File: src/rtl/fifo_wr_ctrl.sv
// Async FIFO write-side controller: strobe edge detect, bin/Gray write pointer,
// read-pointer sync, registered full/level/overflow and optional almost-full.
// Ports: clk, rst_n, i_line, i_rd_ptr_gray -> o_wr_en, o_wr_addr, o_wr_ptr_gray,
// o_full, o_wr_level, o_ovf, o_afull. Option macro: FIFO_WR_AFULL_EN.
module fifo_wr_ctrl #(
  parameter int ADDR_W       = 4,
  parameter int AFULL_THRESH = 12
) (
  input  logic              clk,
  input  logic              rst_n,
  input  logic              i_line,
  input  logic [ADDR_W:0]   i_rd_ptr_gray,
  output logic              o_wr_en,
  output logic [ADDR_W-1:0] o_wr_addr,
  output logic [ADDR_W:0]   o_wr_ptr_gray,
  output logic              o_full,
  output logic [ADDR_W:0]   o_wr_level,
  output logic              o_ovf,
  output logic              o_afull
);

  function automatic logic [ADDR_W:0] bin2gray(input logic [ADDR_W:0] b);
    return b ^ (b >> 1);
  endfunction

  function automatic logic [ADDR_W:0] gray2bin(input logic [ADDR_W:0] g);
    logic [ADDR_W:0] b;
    b[ADDR_W] = g[ADDR_W];
    for (int i = ADDR_W - 1; i >= 0; i--) begin
      b[i] = b[i+1] ^ g[i];
    end
    return b;
  endfunction

  logic            line_q;
  logic [ADDR_W:0] wr_bin;
  logic [ADDR_W:0] wr_gray;
  logic [ADDR_W:0] rq1;
  logic [ADDR_W:0] rq2;

  logic            req;
  logic            accept;
  logic [ADDR_W:0] wbin_next;
  logic [ADDR_W:0] wgray_next;
  logic [ADDR_W:0] full_cmp;
  logic [ADDR_W:0] level_next;

  assign req = i_line & ~line_q;
  // rst_n gate kills an in-flight write the moment reset asserts,
  // since line_q = 0 during reset would otherwise look like a fresh edge.
  assign accept = req & ~o_full & rst_n;
  assign o_wr_en = accept;
  assign o_wr_addr = wr_bin[ADDR_W-1:0];
  assign o_wr_ptr_gray = wr_gray;

  assign wbin_next  = accept ? wr_bin + 1'b1 : wr_bin;
  assign wgray_next = accept ? bin2gray(wr_bin + 1'b1) : wr_gray;
  // Full when write is exactly one lap ahead: top two Gray bits inverted.
  assign full_cmp   = {~rq2[ADDR_W:ADDR_W-1], rq2[ADDR_W-2:0]};
  assign level_next = wbin_next - gray2bin(rq2);

  always_ff @(posedge clk or negedge rst_n) begin
    if (!rst_n) begin
      line_q     <= 1'b0;
      wr_bin     <= '0;
      wr_gray    <= '0;
      rq1        <= '0;
      rq2        <= '0;
      o_full     <= 1'b0;
      o_wr_level <= '0;
      o_ovf      <= 1'b0;
    end else begin
      line_q     <= i_line;
      wr_bin     <= wbin_next;
      wr_gray    <= wgray_next;
      rq1        <= i_rd_ptr_gray;
      rq2        <= rq1;
      o_full     <= (wgray_next == full_cmp);
      o_wr_level <= level_next;
      o_ovf      <= req & o_full;
    end
  end

`ifdef FIFO_WR_AFULL_EN
  logic afull_q;

  always_ff @(posedge clk or negedge rst_n) begin
    if (!rst_n) begin
      afull_q <= 1'b0;
    end else begin
      afull_q <= (level_next >= (ADDR_W+1)'(AFULL_THRESH));
    end
  end

  assign o_afull = afull_q;
`else
  logic unused_thresh;
  assign unused_thresh = (AFULL_THRESH != 0);
  assign o_afull = 1'b0;
`endif

endmodule
File: config.mk
export PLATFORM = sky130hd
export DESIGN_NAME = fifo_wr_ctrl
export DESIGN_NICKNAME = d
export VERILOG_FILES = /design/src/rtl/fifo_wr_ctrl.sv
export SDC_FILE = /design/constraint.sdc
export NUM_CORES = 1
export LEC_CHECK = 0
export CORE_AREA = 4 4 62 64
export DETAILED_ROUTE_END_ITERATION = 6
export DIE_AREA = 0 0 66 68
export SKIP_CTS_REPAIR_TIMING = 1
export SYNTH_ARGS = -nofsm -noshare
export SYNTH_HDL_FRONTEND = slang
export SYNTH_SLANG_ARGS = --single-unit
File: constraint.sdc
create_clock -name clk -period 3.5 [get_ports clk]
set_clock_uncertainty 0.1 [all_clocks]
set_input_delay 0.35 -clock clk [delete_from_list [all_inputs] [get_ports clk]]
set_output_delay 0.35 -clock clk [all_outputs]
set_load 0.05 [all_outputs]
==> results of run 1 <==
power groups by stage:
stage / Sequential, mW / Clock (mW) / Combinational [mW]
2_1_floorplan: 0.710 / 0 / 0.534
3_3_place_gp: 0.508 / 0 / 0.972
4_1_cts: 0.503 / 0.160 / 0.979
5_1_grt: 0.514 / 0.173 / 1.04
3_5_place_dp: 0.509 / 0 / 0.973
6_report: 0.498 / 0.153 / 0.965
state kept, by name (all words and copies together), names as in the netlist:
signal	count
line_q	1
o_full	1
o_ovf	1
o_wr_level	5
o_wr_ptr_gray	5
rq1	5
rq2	5
wr_bin	5
cell families after synthesis:
| logic type | after synthesis |
|---|---|
| mux | 2 |
| flops | 28 |
| compound gates | 10 |
| other cells | 1 |
| fa+ha+maj | 6 |
| buf+inv | 11 |
| simple gates | 15 |
| xor+xnor | 23 |
per-stage QoR:
step | worst slack [ns] | area (µm²) | util | cells | power (mW)
6_report | 0.6026 | 1580 | 0.4811 | 166 | 1.616
3_5_place_dp | 0.5859 | 1544 | 0.4701 | 162 | 1.482
3_3_place_gp | 0.6275 | 1544 | 0.4701 | 162 | 1.479
4_1_cts | 0.5625 | 1580 | 0.4811 | 166 | 1.642
2_1_floorplan | 0.7253 | 1264 | - | 96 | 1.244
5_1_grt | 0.3456 | 1580 | 0.4811 | 166 | 1.726
critical path: cells and delay by family, from the launching register on:
kind,cells,cell delay (ns)
xor+xnor,6,1.33
flops,1,0.46
compound gates,2,0.35
fa+ha+maj,2,0.56
buf+inv,1,0.06
Yosys cell counts:
cell type	count	area, µm²
o21ai_0	2	10.01
nor2_1	4	15.01
a2111oi_2	1	15.01
mux2_2	2	22.52
buf_4	5	37.54
conb_1	1	3.750
a21oi_1	2	10.01
xnor3_1	1	22.52
dfrtp_1	28	700.7
ha_1	5	62.56
nand3_2	2	20.02
xnor2_1	13	113.9
and3b_1	1	8.760
fa_1	1	20.02
a211o_1	1	8.760
nand4bb_1	1	11.26
o21bai_2	1	11.26
a21o_1	2	15.01
xor2_1	8	70.07
clkinv_1	1	3.750
inv_1	4	15.01
o211ai_1	1	7.510
buf_2	1	5.000
xor3_4	1	27.53
nand2_1	7	26.28
routing by layer:
layer,vias up,track usage,wire length [µm]
li1,356,-,-
met1,355,0.1367,985
met2,19,0.1690,952
met3,2,0.01970,105
met4,0,0.04569,14
met5,-,0,0
final cells by class:
| class | instances | share of cell area |
|---|---|---|
| multi-input cells | 57 | 0.3175 |
| inverters | 5 | 0.01188 |
| flip-flops and latches | 28 | 0.4434 |
| repair buffers | 26 | 0.1679 |
| well taps | 46 | 0.03642 |
| clock buffers | 4 | 0.02296 |
how the worst min path moves through the flow:
stage	start	cells after the start	endpoint	slack, ns
final	rq1[0]	0	rq2[0]	0.26
after global routing	rq1[0]	0	rq2[0]	0.27
after CTS	rq1[0]	0	rq2[0]	0.27
after detailed placement	rq1[0]	0	rq2[0]	0.24
after global placement	rq1[1]	0	rq2[1]	0.23
after floorplan	rst_n	0	line_q	-0.05
==> results.md, run 1 <==
* Status: complete, no violations
* Crit path launch type: register
* Worst setup path end: o_wr_level[4]
* Internal at 0.8910 mW
* Nets@finish at between 100 and 150
* Vias per cell at 4.410
* N_diodes at 0
* Boundary Pins at 26
* Leakage power at 0.7034 nW
* Antenna Nets Post-Route at 0
* CP arrival at 3.06 ns
* Sequential cell area at 700.7 µm²
* Crit-path slowest cell: dfrtp_1
* Comb pwr share at 0.597
* Detailed Place HPWL at 1609 µm
* Multiplexer area fraction after synthesis at 0.01782
* Share of total power in the clock network at 0.095
* PD cells at between 1000 and 1500 mW/mm²
* First-pass GRT wire length at 3477 µm
* Synth Net Count at 110
* Worst path max stage delay at 0.46 ns
* Critical R2R Launch: rq2[4]
* Die height at roughly 70 µm
* Largest family of logic cells by synthesized area: XOR/XNOR gates
* Clk root buf: clkbuf_4
* RePlAce Congestion at 0.7338
* Actual slew at the worst max-slew pin at 0.5069 ns
* Starting DRT DRC Count at 7
* Synth Area in Simple Gates at 0.06436
* Vias after detailed routing at between 700 and 800
* Synth Cell Area at 0.001264 mm²
* Clock-pin transition on the worst setup and hold timing paths at 0.15 ns
* Synth warn at 0
* Total congestion overflow at 0
* Max clock buf depth at 2
* Type of the worst min-delay path: register to register
* Synth Area in Adders at 0.06535
* RSZ-0062 raised after global routing: false
* Final period utilization at 0.8278
* Reported net switching power at 0.7254 mW
* Req. time, crit path at 3.66 ns
* DRT Pass-1 Iters at 4
* Aggregate routed wire length at 2057 µm
* Die ar. at 0.004488 mm²
* Vias in the first global route at roughly 750
* Most frequent cells in the layout: 28 x dfrtp_1, 23 x clkdlybuf4s50_1, 13 x xnor2_1
* CTS buffer count at 3
* Setup violators final at 0
* # DRC at 0
* Setup TNS Final at 0 ns
* Area Growth Syn to Fin at 25.05%
* Cells after Synth at 96
* Slew Viols, Final at 0
* Seq pwr share at 0.308
* # fillers at 301
* Input/output buffers at 24
* Critical path fanouts, max at 3
* Worst setup EP type: register
* Cell row count at 21
* VDD IR max at 0.0003789 V
* Clock sink count at 28
* Crit path from: rq2[4]
* Initial antenna violation count at 0
* Critical path class: register to register
* Gr usage total at 0.1042
* Max Cap Viol at 0
* Final Hold Violating Endpoints at 0
* Syn Area/Cell at about 13 µm²
* CORE AREA at roughly 0.0033 mm²
* Tmin final at approximately 2.9 ns
* CTS tree: yes
* Routed length per instance at 12.39 µm
* R2r endpoint: o_wr_level[4]
* Synth Area in Compound Gates at 0.06139
* Synth Register Bits at 28
* Clock insertion delay at the later pin of the skew report at between 0.3 and 0.4 ns
* Commonest non-fill, non-tap cell in the layout: dfrtp_1
* R2R depth at 11
* Largest net degree at the start of global routing at 29
* Critical path, cell by cell: xnor2_1 > xor2_1 > xor2_1 > xnor2_1 > ha_1 > inv_1 > fa_1 > a21o_1 > a21oi_1 > xnor2_1 > xnor2_1
* H-tree Lvls at 1
* R2R Setup Slk at 0.60 ns
* Crit-path most repeated cell: xnor2_1
* Synth unique cells at 25
* Die X at approximately 66 µm
* Area of the multi-input gates at 501.7 µm²
* Initial cell density of the core at 0.3848
* Switching share of power at 0.4488
* Share of cells above drive strength 1 at 0.1167
* Slew HR at 0.6610
* Max Clock Freq at 345.1 MHz
* Register area share after synthesis at 0.5545
* Worst hold slack at 0.2645 ns
* Synth Area in XOR/XNOR at 0.1851
No activity file was read; power rests on OpenSTA's default activity.
==> run 2, diff against run 1 <==
==> constraint.sdc (replaced) <==
create_clock -name clk -period 2.6 [get_ports clk]
set_clock_uncertainty 0.1 [all_clocks]
set_input_delay 0.26 -clock clk [delete_from_list [all_inputs] [get_ports clk]]
set_output_delay 0.26 -clock clk [all_outputs]
set_load 0.05 [all_outputs]
==> run 2 against run 1 <==
  * The run now ends with setup timing left
  * Sequential share of layout area shrank 3.0 points
  * Fmax grew 11%
  * Sequential cell count is the same
  * Core utilization grew 3.5 points
  * Register-to-register slack lost 0.61 ns
  * Cell area grew 7.3%
  * First-iteration DRC count grew 57%
  * Final cell count grew 6.6%
  * Power grew 39%
  * Sequential power grew 34%
  * Clock power grew 35%
  * Hold slack lost 0.0092 ns
  * Critical endpoint unchanged
  * Largest cell class unchanged
  * Largest power group unchanged
==> results.md, run 2 (synthesized netlist as in run 1, its figures left out) <==
* Status: finished with violations (was complete, no violations)
* Failing checks: setup timing
* Aggregate routed wire length at 2187 µm (was 2057 µm)
* Post-Route Utilization at 0.5162 (was 0.4811)
* Share of cells above drive strength 1 at 0.2519 (was 0.1167)
* Antenna Nets Post-Route at 0 (unchanged)
* Most frequent cells in the layout: 28 x dfrtp_1, 23 x clkdlybuf4s50_1, 13 x buf_4 (was 28 x dfrtp_1, 23 x clkdlybuf4s50_1, 13 x xnor2_1)
* Starting DRT DRC Count at 11 (was 7)
* CTS buffer count at 3 (unchanged)
* Seq pwr share at 0.296 (was 0.308)
* Setup violators final at 1 (was 0)
* Crit path launch type: register (unchanged)
* Critical path class: register to register (unchanged)
* Worst hold path startpoint: i_rd_ptr_gray[3] (was rq1[0])
* VDD IR max at 0.0005428 V (was 0.0003789 V)
* Reported net switching power at 0.9989 mW (was 0.7254 mW)
* Placed inst area at 0.001627 mm² (was 0.001544 mm²)
* Max Clock Freq at 383.5 MHz (was 345.1 MHz)
* Die height at 68 µm (unchanged)
* CTS tree: yes (unchanged)
* Clock sink count at 28 (unchanged)
* Die ar. at 0.004488 mm² (unchanged)
* Req. time, crit path at 2.75 ns (was 3.66 ns)
* Leakage power at 0.7661 nW (was 0.7034 nW)
* R2R Setup Slk at -0.008 ns (was 0.60 ns)
* Vias after detailed routing at 777 (was 732)
* Largest net degree at the start of global routing at 29 (unchanged)
* Vias per cell at 4.390 (was 4.410)
* Slew Viols, Final at 0 (unchanged)
* PD cells at 1330 mW/mm² (was 1023 mW/mm²)
* Final period utilization at 1.003 (was 0.8278)
* Switching share of power at 0.4430 (was 0.4488)
* Type of the worst min-delay path: input port to register (was register to register)
* RePlAce Congestion at 0.7701 (was 0.7338)
* Initial antenna violation count at 0 (unchanged)
* Hold Path Sink: rq1[3] (was rq2[0])
* CORE AREA at 0.003284 mm² (unchanged)
* Die X at 66 µm (unchanged)
* Worst hold slack at 0.2553 ns (was 0.2645 ns)
* Final worst setup slack at -0.007608 ns (was 0.6026 ns)
* # fillers at 303 (was 301)
* Initial cell density of the core at 0.3848 (unchanged)
* Hold path depth at 1 (was 0)
* Tmin final at 2.608 ns (was 2.897 ns)
* # DRC at 0 (unchanged)
* Area Growth Syn to Fin at 34.16% (was 25.05%)
* Critical R2R Launch: rq2[4] (unchanged)
* Worst setup EP type: register (unchanged)
* Gr usage total at 0.1070 (was 0.1042)
* Slew HR at 0.6659 (was 0.6610)
* N_diodes at 0 (unchanged)
* Cell row count at 21 (unchanged)
* Fin area at 0.001695 mm² (was 0.001580 mm²)
* Clock insertion delay at the later pin of the skew report at 0.32 ns (about the same)
* R2R depth at 11 (unchanged)
* Boundary Pins at 26 (unchanged)
* Pre-CTS WS at -0.06224 ns (was 0.5859 ns)
* Internal at 1.256 mW (was 0.8910 mW)
* Comb pwr share at 0.612 (was 0.597)
* R2r endpoint: o_wr_level[4] (unchanged)
* Detailed Place HPWL at 1712 µm (was 1609 µm)
* Final Hold Violating Endpoints at 0 (unchanged)
* Max clock buf depth at 2 (unchanged)
* Clock-pin transition on the worst setup and hold timing paths at 0.14 ns (was 0.15 ns)
* Clk root buf: clkbuf_4 (unchanged)
* First-pass GRT wire length at 3532 µm (was 3477 µm)
* Power, Total at 2.255 mW (was 1.616 mW)
* RSZ-0062 raised after global routing: true (was false)
* Vias in the first global route at 779 (was 752)
* CP arrival at 2.76 ns (was 3.06 ns)
* Routed length per instance at 12.36 µm (was 12.39 µm)
* Total congestion overflow at 0 (unchanged)
* Input/output buffers at 24 (unchanged)
* Critical path fanouts, max at 2 (was 3)
* Nets@finish at 146 (was 135)
* Max Cap Viol at 0 (unchanged)
* Actual slew at the worst max-slew pin at 0.4995 ns (was 0.5069 ns)
* Commonest non-fill, non-tap cell in the layout: dfrtp_1 (unchanged)
* H-tree Lvls at 1 (unchanged)
* DRT Pass-1 Iters at 4 (unchanged)
* Share of total power in the clock network at 0.092 (was 0.095)
run 2: per-stage QoR:
stage | instances | TNS [ns]
after floorplan | 96 | -0.0001472
after global placement | 171 | -0.03921
after detailed placement | 171 | -0.06224
after CTS | 175 | -0.1180
after global routing | 177 | -0.1853
final | 177 | -0.007608
run 2: critical path: stages (launching register included):
cell     delay, ns
dfrtp_1       0.44
xnor2_2       0.24
xor2_2        0.25
xor2_2        0.20
xnor2_1       0.16
ha_2          0.20
inv_2         0.04
fa_2          0.33
a21o_1        0.17
a21oi_2       0.14
xnor2_1       0.14
xnor2_1       0.14
run 2: area by class of cell:
class | instances | area, µm² | share of cell area
sequential | 28 | 700.7 | 0.4133
tap | 46 | 57.56 | 0.03395
multi-input combinational | 57 | 533.0 | 0.3144
clock buffer | 4 | 36.28 | 0.02140
inverter | 5 | 20.02 | 0.01181
timing repair buffer | 37 | 347.8 | 0.2052
run 2: power groups by stage:
stage | combinational, mW | sequential, mW | clock [mW]
after global placement | 1.37 | 0.678 | 0
after global routing | 1.48 | 0.689 | 0.231
after detailed placement | 1.38 | 0.683 | 0
after floorplan | 0.732 | 0.957 | 0
after CTS | 1.39 | 0.673 | 0.219
final | 1.38 | 0.668 | 0.206
run 2: worst max path at each step:
stage,slack [ns],to,startpoint
after floorplan,-0.0001,o_wr_level[4],rq2[3]
after global routing,-0.19,o_wr_level[4],rq2[4]
after global placement,-0.04,o_wr_level[4],rq2[3]
final,-0.008,o_wr_level[4],rq2[4]
after CTS,-0.12,o_wr_level[4],rq2[3]
after detailed placement,-0.06,o_wr_level[4],rq2[3]
run 2: metal layers:
| layer | global-route usage | part of all wire | vias to the layer above |
|---|---|---|---|
| li1 | - | - | 377 |
| met1 | 0.1333 | 0.42 | 378 |
| met2 | 0.1777 | 0.52 | 20 |
| met3 | 0.02135 | 0.057 | 2 |
| met4 | 0.05330 | 0.0064 | 0 |
| met5 | 0 | 0 | - |
==> run 3, diff against run 2 <==
--- a/config.mk
+++ b/config.mk
@@ -6,6 +6,7 @@
 export NUM_CORES = 1
 export LEC_CHECK = 0
 export CORE_AREA = 4 4 62 64
+export CTS_CLUSTER_SIZE = 12
 export DETAILED_ROUTE_END_ITERATION = 6
 export DIE_AREA = 0 0 66 68
 export SKIP_CTS_REPAIR_TIMING = 1
==> constraint.sdc (replaced) <==
create_clock -name clk -period 2.39 [get_ports clk]
set_clock_uncertainty 0.1 [all_clocks]
set_input_delay 0.239 -clock clk [delete_from_list [all_inputs] [get_ports clk]]
set_output_delay 0.239 -clock clk [all_outputs]
set_load 0.05 [all_outputs]
==> run 3 against run 2 <==
  * The flow still finishes with violations (setup timing)
  * Critical path depth is the same
  * Clock-buffer cell count shrank 1
  * Fmax grew 1.6%
  * Sequential power grew 9.7%
  * Hold slack lost 0.034 ns
  * Clock power grew 51%
  * Routed wire length shrank 1.6%
  * Core utilization grew 0.42 points
  * Combinational power grew 7%
  * Via count shrank 0.90%
  * Sequential cell count is the same
  * Setup slack lost 0.17 ns
  * Critical path type unchanged
  * Critical endpoint unchanged
==> results.md, run 3 (synthesized netlist as in run 1, its figures left out) <==
* Status: finished with violations (unchanged)
* Failing checks: setup timing (unchanged)
* Req. time, crit path at 2.56 ns (was 2.75 ns)
* Share of total power in the clock network at 0.123 (was 0.092)
* DRT Pass-1 Iters at 2 (was 4)
* CTS buffer count at 3 (unchanged)
* Vias in the first global route at 808 (was 779)
* Gr usage total at 0.1106 (was 0.1070)
* Final worst setup slack at -0.1767 ns (was -0.007608 ns)
* Placed inst area at 0.001627 mm² (unchanged)
* Die X at 66 µm (unchanged)
* Leakage power at 0.7755 nW (was 0.7661 nW)
* R2R depth at 11 (unchanged)
* Internal at 1.440 mW (was 1.256 mW)
* Detailed Place HPWL at 1719 µm (was 1712 µm)
* Die ar. at 0.004488 mm² (unchanged)
* M1 WL at 941 µm (was 913 µm)
* Area Growth Syn to Fin at 35.25% (was 34.16%)
* Power, Total at 2.527 mW (was 2.255 mW)
* VDD IR max at 0.0006197 V (was 0.0005428 V)
* Seq pwr share at 0.290 (was 0.296)
* Max Clock Freq at 389.6 MHz (was 383.5 MHz)
* Critical path fanouts, max at 2 (unchanged)
* Clock insertion delay at the later pin of the skew report at 0.33 ns (was 0.32 ns)
* Hold Path Sink: rq1[2] (was rq1[3])
* R2R Setup Slk at -0.18 ns (was -0.008 ns)
* Critical path class: register to register (unchanged)
* Highest metal used: met4 (unchanged)
* CTS tree: yes (unchanged)
* Reported net switching power at 1.088 mW (was 0.9989 mW)
* Actual slew at the worst max-slew pin at 0.4965 ns (was 0.4995 ns)
* Share of cells above drive strength 1 at 0.2366 (was 0.2519)
* Comb pwr share at 0.587 (was 0.612)
* RSZ-0062 raised after global routing: true (unchanged)
* Met3 Wirelength at 102 µm (was 124 µm)
* Hold path depth at 1 (unchanged)
* Cell row count at 21 (unchanged)
* Nets@finish at 146 (unchanged)
* Worst hold path startpoint: i_rd_ptr_gray[2] (was i_rd_ptr_gray[3])
* Most frequent cells in the layout: 28 x dfrtp_1, 23 x clkdlybuf4s50_1, 13 x buf_4 (unchanged)
* Fin area at 0.001709 mm² (was 0.001695 mm²)
* N_diodes at 0 (unchanged)
* Slew Viols, Final at 0 (unchanged)
* PD cells at 1479 mW/mm² (was 1330 mW/mm²)
* RePlAce Congestion at 0.8426 (was 0.7701)
* Final period utilization at 1.074 (was 1.003)
* Clock sink count at 28 (unchanged)
* Setup violators final at 1 (unchanged)
* Routed length per instance at 12.15 µm (was 12.36 µm)
* Switching share of power at 0.4303 (was 0.4430)
* Slew HR at 0.6680 (was 0.6659)
* Aggregate routed wire length at 2151 µm (was 2187 µm)
* First-pass GRT wire length at 3588 µm (was 3532 µm)
* Initial antenna violation count at 0 (unchanged)
* Max clock buf depth at 2 (unchanged)
* Input/output buffers at 24 (unchanged)
* # DRC at 0 (unchanged)
* CORE AREA at 0.003284 mm² (unchanged)
* Starting DRT DRC Count at 33 (was 11)
* Vias after detailed routing at 770 (was 777)
* Critical R2R Launch: rq2[4] (unchanged)
* Largest net degree at the start of global routing at 29 (unchanged)
* Clock-pin transition on the worst setup and hold timing paths at 0.16 ns (was 0.14 ns)
* Die height at 68 µm (unchanged)
* H-tree Lvls at 1 (unchanged)
* Final Hold Violating Endpoints at 0 (unchanged)
* Worst setup EP type: register (unchanged)
* R2r endpoint: o_wr_level[4] (unchanged)
* Total congestion overflow at 0 (unchanged)
* Max Cap Viol at 0 (unchanged)
* Tmin final at 2.567 ns (was 2.608 ns)
* Commonest non-fill, non-tap cell in the layout: dfrtp_1 (unchanged)
* Boundary Pins at 26 (unchanged)
* Antenna Nets Post-Route at 0 (unchanged)
* Vias per cell at 4.350 (was 4.390)
* CP arrival at 2.74 ns (was 2.76 ns)
* # fillers at 293 (was 303)
* Type of the worst min-delay path: input port to register (unchanged)
* Clk root buf: clkbuf_4 (unchanged)
* Crit path launch type: register (unchanged)
* Worst hold slack at 0.2216 ns (was 0.2553 ns)
* Initial cell density of the core at 0.3848 (unchanged)
* Detail Route met2 WL at 1093 µm (was 1134 µm)
## run 3: cell count changes in the layout (fill, tap and decap cells not counted)
| cell | previous run | this run |
|---|---|---|
| clkbuf_8 | 1 | 0 |
| ha_2 | 1 | 0 |
| inv_1 | 3 | 4 |
| bufinv_16 | 0 | 1 |
| ha_1 | 4 | 5 |
| inv_2 | 1 | 0 |
## run 3: cell type report
class / count / area, µm² / area share
clock buffer: 3 / 22.52 / 0.01318
clock inverter: 1 / 30.03 / 0.01757
inverter: 5 / 20.02 / 0.01171
multi-input combinational: 57 / 530.5 / 0.3104
sequential: 28 / 700.7 / 0.4100
tap: 46 / 57.56 / 0.03367
timing repair buffer: 37 / 347.8 / 0.2035
## run 3: power by group through the flow
stage	sequential, mW	combinational, mW	clock, mW
5_1_grt	0.751	1.60	0.342
6_report	0.733	1.48	0.311
4_1_cts	0.736	1.50	0.321
2_1_floorplan	1.04	0.797	0
3_3_place_gp	0.739	1.49	0
3_5_place_dp	0.744	1.49	0
## run 3: through the flow
| stage | util | instances | TNS, ns | setup slack (ns) |
|---|---|---|---|---|
| 6_report | 0.5204 | 177 | -0.1767 | -0.1767 |
| 5_1_grt | 0.5204 | 177 | -0.3544 | -0.3449 |
| 4_1_cts | 0.5112 | 175 | -0.2766 | -0.2766 |
| 3_5_place_dp | 0.4952 | 171 | -0.2289 | -0.2289 |
| 3_3_place_gp | 0.4952 | 171 | -0.2170 | -0.2170 |
| 2_1_floorplan | - | 96 | -0.2101 | -0.2101 |
## run 3: worst max-delay path by stage
stage / depth (start not counted) / start / slack, ns / to
after floorplan: 11 / rq2[3] / -0.21 / o_wr_level[4]
after global placement: 11 / rq2[3] / -0.22 / o_wr_level[4]
after detailed placement: 11 / rq2[3] / -0.23 / o_wr_level[4]
after CTS: 11 / rq2[3] / -0.28 / o_wr_level[4]
after global routing: 11 / rq2[4] / -0.34 / o_wr_level[4]
final: 11 / rq2[4] / -0.18 / o_wr_level[4]
## run 3: layer usage
layer	GRT usage	vias up
li1	-	375
met4	0.04569	0
met2	0.1802	16
met3	0.02791	2
met1	0.1412	377
met5	0	-
## run 3: critical path: stages (launching register included)
cell     delay, ns
dfrtp_1       0.44
xnor2_2       0.24
xor2_2        0.23
xor2_2        0.19
xnor2_1       0.14
ha_1          0.16
inv_1         0.06
fa_2          0.34
a21o_1        0.19
a21oi_2       0.14
xnor2_1       0.14
xnor2_1       0.13
